File: src/rtl/xdom_pulse_pkg.sv
`default_nettype none
// ---------------------------------------------------------------------------
// xdom_pulse_pkg : channel state encoding and default parameters   Rev 1.0
// ---------------------------------------------------------------------------
package xdom_pulse_pkg;

   localparam int DEF_CHANNELS    = 4;
   localparam int DEF_CNT_W       = 4;
   localparam int DEF_SYNC_STAGES = 2;

   typedef enum logic [1:0] {
      ST_IDLE = 2'd0,
      ST_REQ  = 2'd1,
      ST_REL  = 2'd2
   } chan_state_e;

endpackage
`default_nettype wire

File: src/rtl/xdom_pq_chan.sv
`default_nettype none
// ---------------------------------------------------------------------------
// xdom_pq_chan : one pulse channel (edge detect, queue counter, 4-phase FSM,
// ack synchroniser, overflow flag; sticky flag with XDOM_PQ_ERR_STICKY_EN)   Rev 1.0
// ---------------------------------------------------------------------------
module xdom_pq_chan
   import xdom_pulse_pkg::*;
#(
   parameter int CNT_W       = DEF_CNT_W,
   parameter int SYNC_STAGES = DEF_SYNC_STAGES
) (
   input  logic             clk,
   input  logic             rst,
   input  logic             pulse_i,
   input  logic             ack_i,
`ifdef XDOM_PQ_ERR_STICKY_EN
   input  logic             err_clr_i,
`endif
   output logic             req_o,
   output logic             busy_o,
   output logic [CNT_W-1:0] pending_o,
   output logic             err_o
);

   localparam logic [CNT_W-1:0] C_ONE = CNT_W'(1);
   localparam logic [CNT_W-1:0] C_MAX = {CNT_W{1'b1}};

   chan_state_e            state_q, state_d;
   logic [CNT_W-1:0]       count_q, count_d;
   logic [SYNC_STAGES-1:0] sync_q, sync_d;
   logic                   pulse_dly_q, pulse_dly_d;
   logic                   req_q, req_d;
   logic                   err_q, err_d;
   logic                   inc, dec, ovf, ack_s;

   always_comb begin
      pulse_dly_d = pulse_i;
      sync_d      = {sync_q[SYNC_STAGES-2:0], ack_i};
      ack_s       = sync_q[SYNC_STAGES-1];
      inc         = pulse_i & ~pulse_dly_q;
      state_d     = state_q;
      req_d       = 1'b0;
      dec         = 1'b0;
      count_d     = count_q;
      ovf         = 1'b0;

      // REL only returns to IDLE, so a new dequeue always sees one IDLE cycle first
      case (state_q)
         ST_IDLE: begin
            if (count_q != '0) begin
               state_d = ST_REQ;
               req_d   = 1'b1;
               dec     = 1'b1;
            end
         end
         ST_REQ: begin
            req_d = 1'b1;
            if (ack_s) begin
               state_d = ST_REL;
               req_d   = 1'b0;
            end
         end
         ST_REL: begin
            if (!ack_s) state_d = ST_IDLE;
         end
         default: state_d = ST_IDLE;
      endcase

      if (inc && !dec) begin
         if (count_q == C_MAX) ovf = 1'b1;
         else                  count_d = count_q + C_ONE;
      end else if (dec && !inc) begin
         count_d = count_q - C_ONE;
      end

`ifdef XDOM_PQ_ERR_STICKY_EN
      err_d = ovf | (err_q & ~err_clr_i);
`else
      err_d = ovf;
`endif
   end

   always_ff @(posedge clk) begin
      if (rst) begin
         state_q     <= ST_IDLE;
         count_q     <= '0;
         sync_q      <= '0;
         pulse_dly_q <= 1'b0;
         req_q       <= 1'b0;
         err_q       <= 1'b0;
      end else begin
         state_q     <= state_d;
         count_q     <= count_d;
         sync_q      <= sync_d;
         pulse_dly_q <= pulse_dly_d;
         req_q       <= req_d;
         err_q       <= err_d;
      end
   end

   assign req_o     = req_q;
   assign busy_o    = (state_q != ST_IDLE) | (count_q != '0) | inc;
   assign pending_o = count_q;
   assign err_o     = err_q;

endmodule
`default_nettype wire

File: src/rtl/xdom_pulse_queue_tx.sv
`default_nettype none
// ---------------------------------------------------------------------------
// xdom_pulse_queue_tx : multi-channel queued pulse sender over 4-phase req/ack.
// Macro XDOM_PQ_ERR_STICKY_EN makes err_o sticky and adds err_clr_i.   Rev 1.0
// ---------------------------------------------------------------------------
module xdom_pulse_queue_tx
   import xdom_pulse_pkg::*;
#(
   parameter int CHANNELS    = DEF_CHANNELS,
   parameter int CNT_W       = DEF_CNT_W,
   parameter int SYNC_STAGES = DEF_SYNC_STAGES
) (
   input  logic                      odom_clk_i,
   input  logic                      grst_i,
   input  logic [CHANNELS-1:0]       pulse_i,
   output logic [CHANNELS-1:0]       req_o,
   input  logic [CHANNELS-1:0]       ack_i,
   output logic [CHANNELS-1:0]       busy_o,
   output logic [CHANNELS*CNT_W-1:0] pending_o,
`ifdef XDOM_PQ_ERR_STICKY_EN
   input  logic [CHANNELS-1:0]       err_clr_i,
`endif
   output logic [CHANNELS-1:0]       err_o
);

   for (genvar gi = 0; gi < CHANNELS; gi++) begin : g_chan
      xdom_pq_chan #(
         .CNT_W       (CNT_W),
         .SYNC_STAGES (SYNC_STAGES)
      ) u_chan (
         .clk       (odom_clk_i),
         .rst       (grst_i),
         .pulse_i   (pulse_i[gi]),
         .ack_i     (ack_i[gi]),
`ifdef XDOM_PQ_ERR_STICKY_EN
         .err_clr_i (err_clr_i[gi]),
`endif
         .req_o     (req_o[gi]),
         .busy_o    (busy_o[gi]),
         .pending_o (pending_o[gi*CNT_W +: CNT_W]),
         .err_o     (err_o[gi])
      );
   end

endmodule
`default_nettype wire

File: config.mk
export PLATFORM = sky130hd
export DESIGN_NAME = xdom_pulse_queue_tx
export DESIGN_NICKNAME = d
export VERILOG_FILES = /design/src/rtl/xdom_pulse_pkg.sv /design/src/rtl/xdom_pq_chan.sv /design/src/rtl/xdom_pulse_queue_tx.sv
export SDC_FILE = /design/constraint.sdc
export NUM_CORES = 1
export LEC_CHECK = 0
export CAP_MARGIN = 20
export CORE_MARGIN = 5
export CORE_UTILIZATION = 24
export CTS_CLUSTER_SIZE = 24
export DETAILED_ROUTE_END_ITERATION = 16
export HOLD_SLACK_MARGIN = 0.02
export PLACE_DENSITY = 0.42
export SETUP_SLACK_MARGIN = 0.02
export SYNTH_ARGS = -nofsm -noshare
export SYNTH_HDL_FRONTEND = slang
export SYNTH_SLANG_ARGS = --single-unit
File: constraint.sdc
create_clock -name odom_clk_i -period 2.3 [get_ports odom_clk_i]
set_clock_uncertainty 0.05 [all_clocks]
set_input_delay 0.46 -clock odom_clk_i [delete_from_list [all_inputs] [get_ports odom_clk_i]]
set_output_delay 0.46 -clock odom_clk_i [all_outputs]
set_load 0.05 [all_outputs]
==> flow_summary.json, run 1 <==
{
  "status": "finished clean",
  "overflow": 0,
  "layout_commonest_cell": "buf_4",
  "die_h_um": 108,
  "critPathSlowestCell": "or4_4",
  "ys_types": 52,
  "dp_hpwl_um": 3720,
  "synthFlopType": "dfxtp_1",
  "cts_root_buf": "clkbuf_8",
  "grt_pass1_vias": 1849,
  "cp-end-kind": "output pin",
  "post-route-period-util_pct": 96.5,
  "power.density_nw_per_um2": 1560,
  "finalCoreUtilization_pct": 35.4,
  "rsz0062_at_grt": "yes",
  "cpPeakStageDelay_ps": 540,
  "gp_congestion": 0.735,
  "grt_max_degree": 50,
  "post_drt_wl_per_cell_um": 12.0,
  "worst_setup_path_start_kind": "flop",
  "finalSetupViolations": 0,
  "clk_pin_slew_ps": 80,
  "grtUsageTotal_pct": 8.91,
  "drt_wl_total_um": 5220,
  "start_util_pct": 24.8,
  "antenna_found_initial": 0,
  "ys_async_sr_fraction_pct": 0,
  "synth_cells": 237,
  "yosysSeqAreaShare_pct": 38.3,
  "synth_area_sq_um": 2300,
  "drt_pass1_iterations": 4,
  "io_buffers": 37,
  "register_area_sq_um": 907,
  "synthToLayoutAreaGrowth_pct": 42.9,
  "dieArea_sq_um": 11700,
  "fp-row-count": 35,
  "drc": 0,
  "cts_tree": "yes",
  "clock_path_buffers": 2,
  "hp-class": "flop to flop",
  "nets": 323,
  "viasPerCell": 4.31,
  "drtIter0Drc": 15,
  "crit_required_ps": 1790,
  "die_w_um": 108,
  "numCtsBuffers": 5,
  "hold_viol_final": 0,
  "fmax_mhz": 451,
  "worst_pin_slew_ps": 503,
  "finalSetupTns_ps": 0,
  "slew_headroom_pct": 66.3,
  "layout-drive-gt1-share_pct": 34.6,
  "multi_input_area_sq_um": 1380,
  "n_antenna_cell": 0,
  "syn-num-nets": 255,
  "cp_top_family": "simple AND/OR/NAND/NOR gates",
  "grt_pass1_wl_um": 8430,
  "synth-edff-count": 0,
  "cts.sinks": 44,
  "period_needed_ps": 2220,
  "nFillCells": 976,
  "cp_num_buf_inv": 2,
  "timing.final.max_slew_violations": 0,
  "ios": 38,
  "num_vias": 1874,
  "critPathArrivalTime_ps": 1710,
  "core-area_sq_um": 9280,
  "synth-seq-cells": 44,
  "leakage_nw": 1.30,
  "htreeDepth": 2,
  "critical_path_class": "flop to output pin",
  "synth_area_per_cell_sq_um": 9.71,
  "fin_cells": 435,
  "maxCapViolCount": 0,
  "critPathMaxFanout": 4,
  "worstSkewPairLatency_ps": 290,
  "crit_chain": "or4_4, buf_4, nand3b_1, buf_12",
  "most-common-layout-cells": "buf_4, clkdlybuf4s50_1, dfxtp_1, nor2_1, nor2b_1",
  "antenna_left": 0,
  "irDropWorstVdd_uv": 782,
  "numPlacedInstances": 423,
  "yosys_warnings": 0
}
==> synthesized netlist by cell type, types with 2 or more instances <==
| master | count | share of area [%] |
|---|---|---|
| or3b_1 | 2 | 0.76 |
| clkbuf_1 | 6 | 0.98 |
| dfxtp_1 | 44 | 38 |
| xor2_1 | 6 | 2.3 |
| mux2_1 | 3 | 1.5 |
| mux2i_1 | 7 | 3.0 |
| nor2_1 | 23 | 3.7 |
| xnor2_1 | 4 | 1.5 |
| nor3_1 | 5 | 1.1 |
| a2111oi_0 | 8 | 3.0 |
| and3_1 | 5 | 1.4 |
| nand2b_1 | 6 | 1.6 |
| buf_4 | 12 | 3.9 |
| a31oi_1 | 4 | 1.1 |
| o21bai_1 | 2 | 0.65 |
| o31ai_1 | 3 | 0.98 |
| nor4_2 | 2 | 1.1 |
| nand2_1 | 13 | 2.1 |
| nor2b_1 | 18 | 4.9 |
| nor3b_1 | 4 | 1.3 |
| nand3b_1 | 3 | 0.98 |
| or4_4 | 2 | 0.98 |
| nor4bb_1 | 2 | 0.87 |
| ha_1 | 8 | 4.3 |
| o21ai_0 | 5 | 1.1 |
| o221ai_1 | 4 | 1.5 |
| a41oi_1 | 2 | 0.76 |
| a21oi_1 | 6 | 1.3 |
| nand3_1 | 4 | 0.87 |
| buf_6 | 2 | 0.98 |
==> worst reg2reg max path, delay by kind of cell, from the launching register on <==
family	cells	cell delay, ps
AND/OR/NAND/NOR	4	770
multiplexers	2	540
flip-flops	1	350
AO/OA/AOI/OAI	1	70
adder cells (fa/ha/maj)	1	290
==> timing repair <==
action                                 4_1_cts  5_1_grt
hold buffers                                 0        0
pin swaps                                    2       11
gates cloned                                 0        0
resized for setup                            1       12
setup endpoints to repair                    2        9
setup buffers                                1        3
endpoints found under the hold margin        0        0
==> logic make-up after synthesis <==
logic type,share of synthesized area [%]
AO/OA/AOI/OAI,17.1
XOR/XNOR,3.80
adder cells (fa/ha/maj),4.35
buffers and inverters,6.09
flip-flops,38.3
multiplexers,4.51
AND/OR/NAND/NOR,25.9
==> layer usage <==
metal | GRT usage, % | up-vias | wire, um
met3 | 3.04 | 7 | 204
met2 | 14.5 | 28 | 2490
li1 | - | 978 | -
met1 | 11.2 | 861 | 2460
met4 | 2.61 | 0 | 68
met5 | 0 | - | 0
==> sequential cells by signal, summed over array words and instances (netlist names) <==
register / count
g_chan.u_chan.err_o: 4
g_chan.u_chan.pending_o: 16
g_chan.u_chan.pulse_dly_q: 4
g_chan.u_chan.req_o: 4
g_chan.u_chan.state_q: 8
g_chan.u_chan.sync_q: 8
==> where the power goes <==
| group | switching [mW] | internal (mW) | leakage, nW |
|---|---|---|---|
| logic | 1.79 | 1.59 | 0.880 |
| registers | 0.228 | 0.994 | 0.369 |
| clock network | 0.263 | 0.246 | 0.0455 |
| total | 2.29 | 2.83 | 1.30 |
==> path summary, 6_finish.rpt <==
kind	start	end	slack [ps]	cells past startpoint
worst max-delay path	g_chan[0].u_chan.pending_o[0]	busy_o[0]	80	4
worst min-delay path	g_chan[2].u_chan.sync_q[0]	g_chan[2].u_chan.sync_q[1]	390	1
worst max register to register	g_chan[0].u_chan.pending_o[0]	g_chan[0].u_chan.pending_o[3]	120	8
worst min register to register	g_chan[2].u_chan.sync_q[0]	g_chan[2].u_chan.sync_q[1]	390	1
==> per-stage QoR <==
stage | total power [mW] | hold WS (ps) | worst slack (ps) | area, sq um
after floorplan | 3.47 | 364 | 15.3 | 2380
after detailed placement | 4.52 | 373 | -307 | 3120
after global routing | 5.48 | 409 | 13.6 | 3290
final | 5.12 | 390 | 80.5 | 3290
after CTS | 5.10 | 394 | 32.6 | 3220
after global placement | 4.53 | 378 | -291 | 3120
==> layout make-up <==
cell class | instances | area share [%]
clock buffers | 8 | 2.74
repair buffers | 82 | 22.8
flip-flops and latches | 44 | 27.6
multi-input cells | 172 | 42.0
well taps | 129 | 4.91
No activity file was read; power rests on OpenSTA's default activity.
==> inputs of run 2 (changes only) <==
--- a/config.mk
+++ b/config.mk
@@ -5,6 +5,7 @@
 export SDC_FILE = /design/constraint.sdc
 export NUM_CORES = 1
 export LEC_CHECK = 0
+export ABC_AREA = 1
 export CAP_MARGIN = 20
 export CORE_MARGIN = 5
 export CORE_UTILIZATION = 24
==> flow_summary.json, run 2 <==
{
  "status": "finished clean",
  "cts_root_buf": "clkbuf_8",
  "cts.repair.resized": 0,
  "core-area_sq_um": 9280,
  "cts_tree": "yes",
  "hold_viol_final": 0,
  "swShare_pct": 49.1,
  "finalSetupTns_ps": 0,
  "grt_pass1_vias": 1767,
  "viasPerCell": 4.08,
  "r2r_cells": 11,
  "nets": 349,
  "layout-drive-gt1-share_pct": 15.1,
  "met2_length_um": 2180,
  "fp-row-count": 35,
  "switchingPower_mw": 2.11,
  "yosys_warnings": 0,
  "most-common-layout-cells": "dfxtp_1, inv_1, nand2_1, clkdlybuf4s50_1, a21oi_1",
  "period_needed_ps": 2180,
  "cp_top_family": "buffers and inverters",
  "syn-num-nets": 315,
  "p_total_mw": 4.30,
  "grt_pass1_wl_um": 8070,
  "drt_pass1_iterations": 4,
  "ios": 38,
  "power.density_nw_per_um2": 1480,
  "htreeDepth": 2,
  "num_vias": 1881,
  "dieArea_sq_um": 11700,
  "pwr-share-seq_pct": 27.8,
  "regToRegStartpoint": "g_chan[0].u_chan.pending_o[1]",
  "post_drt_wl_per_cell_um": 10.2,
  "drc": 0,
  "finalSetupViolations": 0,
  "cp-end-kind": "output pin",
  "critPathArrivalTime_ps": 1670,
  "cts.sinks": 44,
  "clk_pin_slew_ps": 80,
  "min-delay-start": "g_chan[2].u_chan.sync_q[0]",
  "overflow": 0,
  "critical_path_class": "primary input to output pin",
  "leakage_nw": 1.29,
  "irDropWorstVdd_uv": 506,
  "r2r_end": "g_chan[0].u_chan.pending_o[3]",
  "cpPeakStageDelay_ps": 470,
  "yosysSeqAreaShare_pct": 38.2,
  "critPathMaxFanout": 3,
  "ctsHoldBuffers": 0,
  "synth_area_sq_um": 2300,
  "min_to": "g_chan[2].u_chan.sync_q[1]",
  "postCtsSetupBuffers": 0,
  "numCtsBuffers": 5,
  "gp_congestion": 0.815,
  "nFillCells": 1020,
  "fmax_mhz": 460,
  "io_buffers": 37,
  "dr.max_layer_used": "met4",
  "synth_most_common_cell": "dfxtp_1",
  "critPathSlowestCell": "clkdlybuf4s50_1",
  "dp_hpwl_um": 3540,
  "worstSkewPairLatency_ps": 290,
  "pwr-share-clk_pct": 11.6,
  "hp-class": "flop to flop",
  "drt_wl_total_um": 4710,
  "drtIter0Drc": 20,
  "worst_pin_slew_ps": 512,
  "worst_setup_path_start_kind": "primary input",
  "clock_path_buffers": 2,
  "post_dp_cell_area_sq_um": 2820,
  "cp_num_buf_inv": 5,
  "post-route-period-util_pct": 94.6,
  "layout_commonest_cell": "dfxtp_1",
  "rsz0062_at_grt": "no",
  "p_int_mw": 2.19,
  "synth-edff-count": 0,
  "n_antenna_cell": 0,
  "synthTopCellsByCount": "dfxtp_1, inv_1, nand2_1, a21oi_1, nor2_1",
  "die_h_um": 108,
  "antenna_left": 0,
  "synthFlopType": "dfxtp_1",
  "synth-seq-cells": 44,
  "largest_register_ffs": 16,
  "ys_async_sr_fraction_pct": 0,
  "r2r_slack_ps": 480,
  "crit_required_ps": 1790,
  "pwr-share-comb_pct": 60.6,
  "antenna_found_initial": 0,
  "start_util_pct": 24.8,
  "die_w_um": 108,
  "wl_met3_um": 242,
  "grt_max_degree": 25,
  "crit_chain": "clkdlybuf4s50_1, inv_2, nor2_2, buf_4, inv_1, nand4_1, buf_12",
  "timing.final.max_slew_violations": 0,
  "synthTopCellsByArea": "dfxtp_1, inv_1, nand2_1",
  "synth_area_per_cell_sq_um": 7.76,
  "grtUsageTotal_pct": 8.53,
  "postLayoutCellArea_sq_um": 2910,
  "yosysTopAreaCell": "dfxtp_1",
  "maxCapViolCount": 0,
  "yosys.area.top_type_share_pct": 38.2,
  "synth_cells": 297,
  "synthToLayoutAreaGrowth_pct": 26.2,
  "ys_types": 27,
  "holdPathStages": 2,
  "m1WireLength_um": 2270,
  "slew_headroom_pct": 65.8
}
## run 2: kinds of logic (layout without fill, tap and decap cells)
kind of cell / Yosys count / after routing / synth area share (%)
AOI/OAI and AO/OA: 48 / 48 / 11.4
xor gates and xnor gates: 4 / 4 / 1.52
DFF: 44 / 44 / 38.2
adders and majority gates: 8 / 8 / 4.35
and+or+nand+nor: 129 / 129 / 32.1
buffers and inverters: 64 / 99 / 12.4
## run 2: cell type report
| cell class | count | area [sq um] | area share [%] |
|---|---|---|---|
| multi-input cells | 189 | 1140 | 39.1 |
| flip-flops and latches | 44 | 881 | 30.3 |
| repair buffers | 44 | 463 | 15.9 |
| inverters | 47 | 176 | 6.07 |
| well taps | 129 | 161 | 5.55 |
| clock buffers | 8 | 90.1 | 3.10 |
## run 2: layer usage
metal	GRT usage [%]	up-vias
met5	0	-
met3	2.63	2
li1	-	1019
met2	14.3	29
met1	10.6	831
met4	2.43	0
## run 2: worst reg2reg max path: stages, from the launching register on
cell	delay (ps)
dfxtp_1	380
nor2_1	200
nand2_2	90
nand2_4	100
nand2_4	70
ha_1	330
nand2_1	60
nand3b_1	180
nand3_1	90
nand2_1	50
nor2_1	80
nor2_1	40
## run 2: power by group through the flow
stage / combinational (mW) / sequential [mW] / clock (mW)
after floorplan: 1.64 / 1.55 / 0
after global placement: 2.63 / 1.23 / 0
after detailed placement: 2.62 / 1.22 / 0
after CTS: 2.64 / 1.20 / 0.540
after global routing: 2.86 / 1.24 / 0.568
final: 2.61 / 1.20 / 0.499
## run 2: how the worst max path moves through the flow
stage,start,end,slack [ps],cells past startpoint
after detailed placement,pulse_i[3],g_chan[3].u_chan.pending_o[3],10,11
after CTS,pulse_i[3],busy_o[3],110,7
after floorplan,g_chan[0].u_chan.pending_o[1],g_chan[0].u_chan.pending_o[2],350,12
after global routing,pulse_i[3],busy_o[3],60,7
after global placement,pulse_i[3],g_chan[3].u_chan.pending_o[3],30,11
final,pulse_i[3],busy_o[3],120,7
## run 2: through the flow
stage / cells / utilization, % / hold WS (ps) / worst slack [ps]
after CTS: 461 / 31.3 / 358 / 114
after detailed placement: 453 / 30.4 / 345 / 10.0
final: 461 / 31.3 / 355 / 124
after floorplan: 297 / - / 338 / 349
after global routing: 461 / 31.3 / 367 / 63.8
after global placement: 453 / 30.4 / 343 / 31.1
==> inputs of run 3 (changes only) <==
--- a/config.mk
+++ b/config.mk
@@ -6,7 +6,6 @@
 export NUM_CORES = 1
 export LEC_CHECK = 0
 export ABC_AREA = 1
-export CAP_MARGIN = 20
 export CORE_MARGIN = 5
 export CORE_UTILIZATION = 24
 export CTS_CLUSTER_SIZE = 24
==> results of run 3 <==
No change in the layout: final DEF, timing and power equal those of run 2.
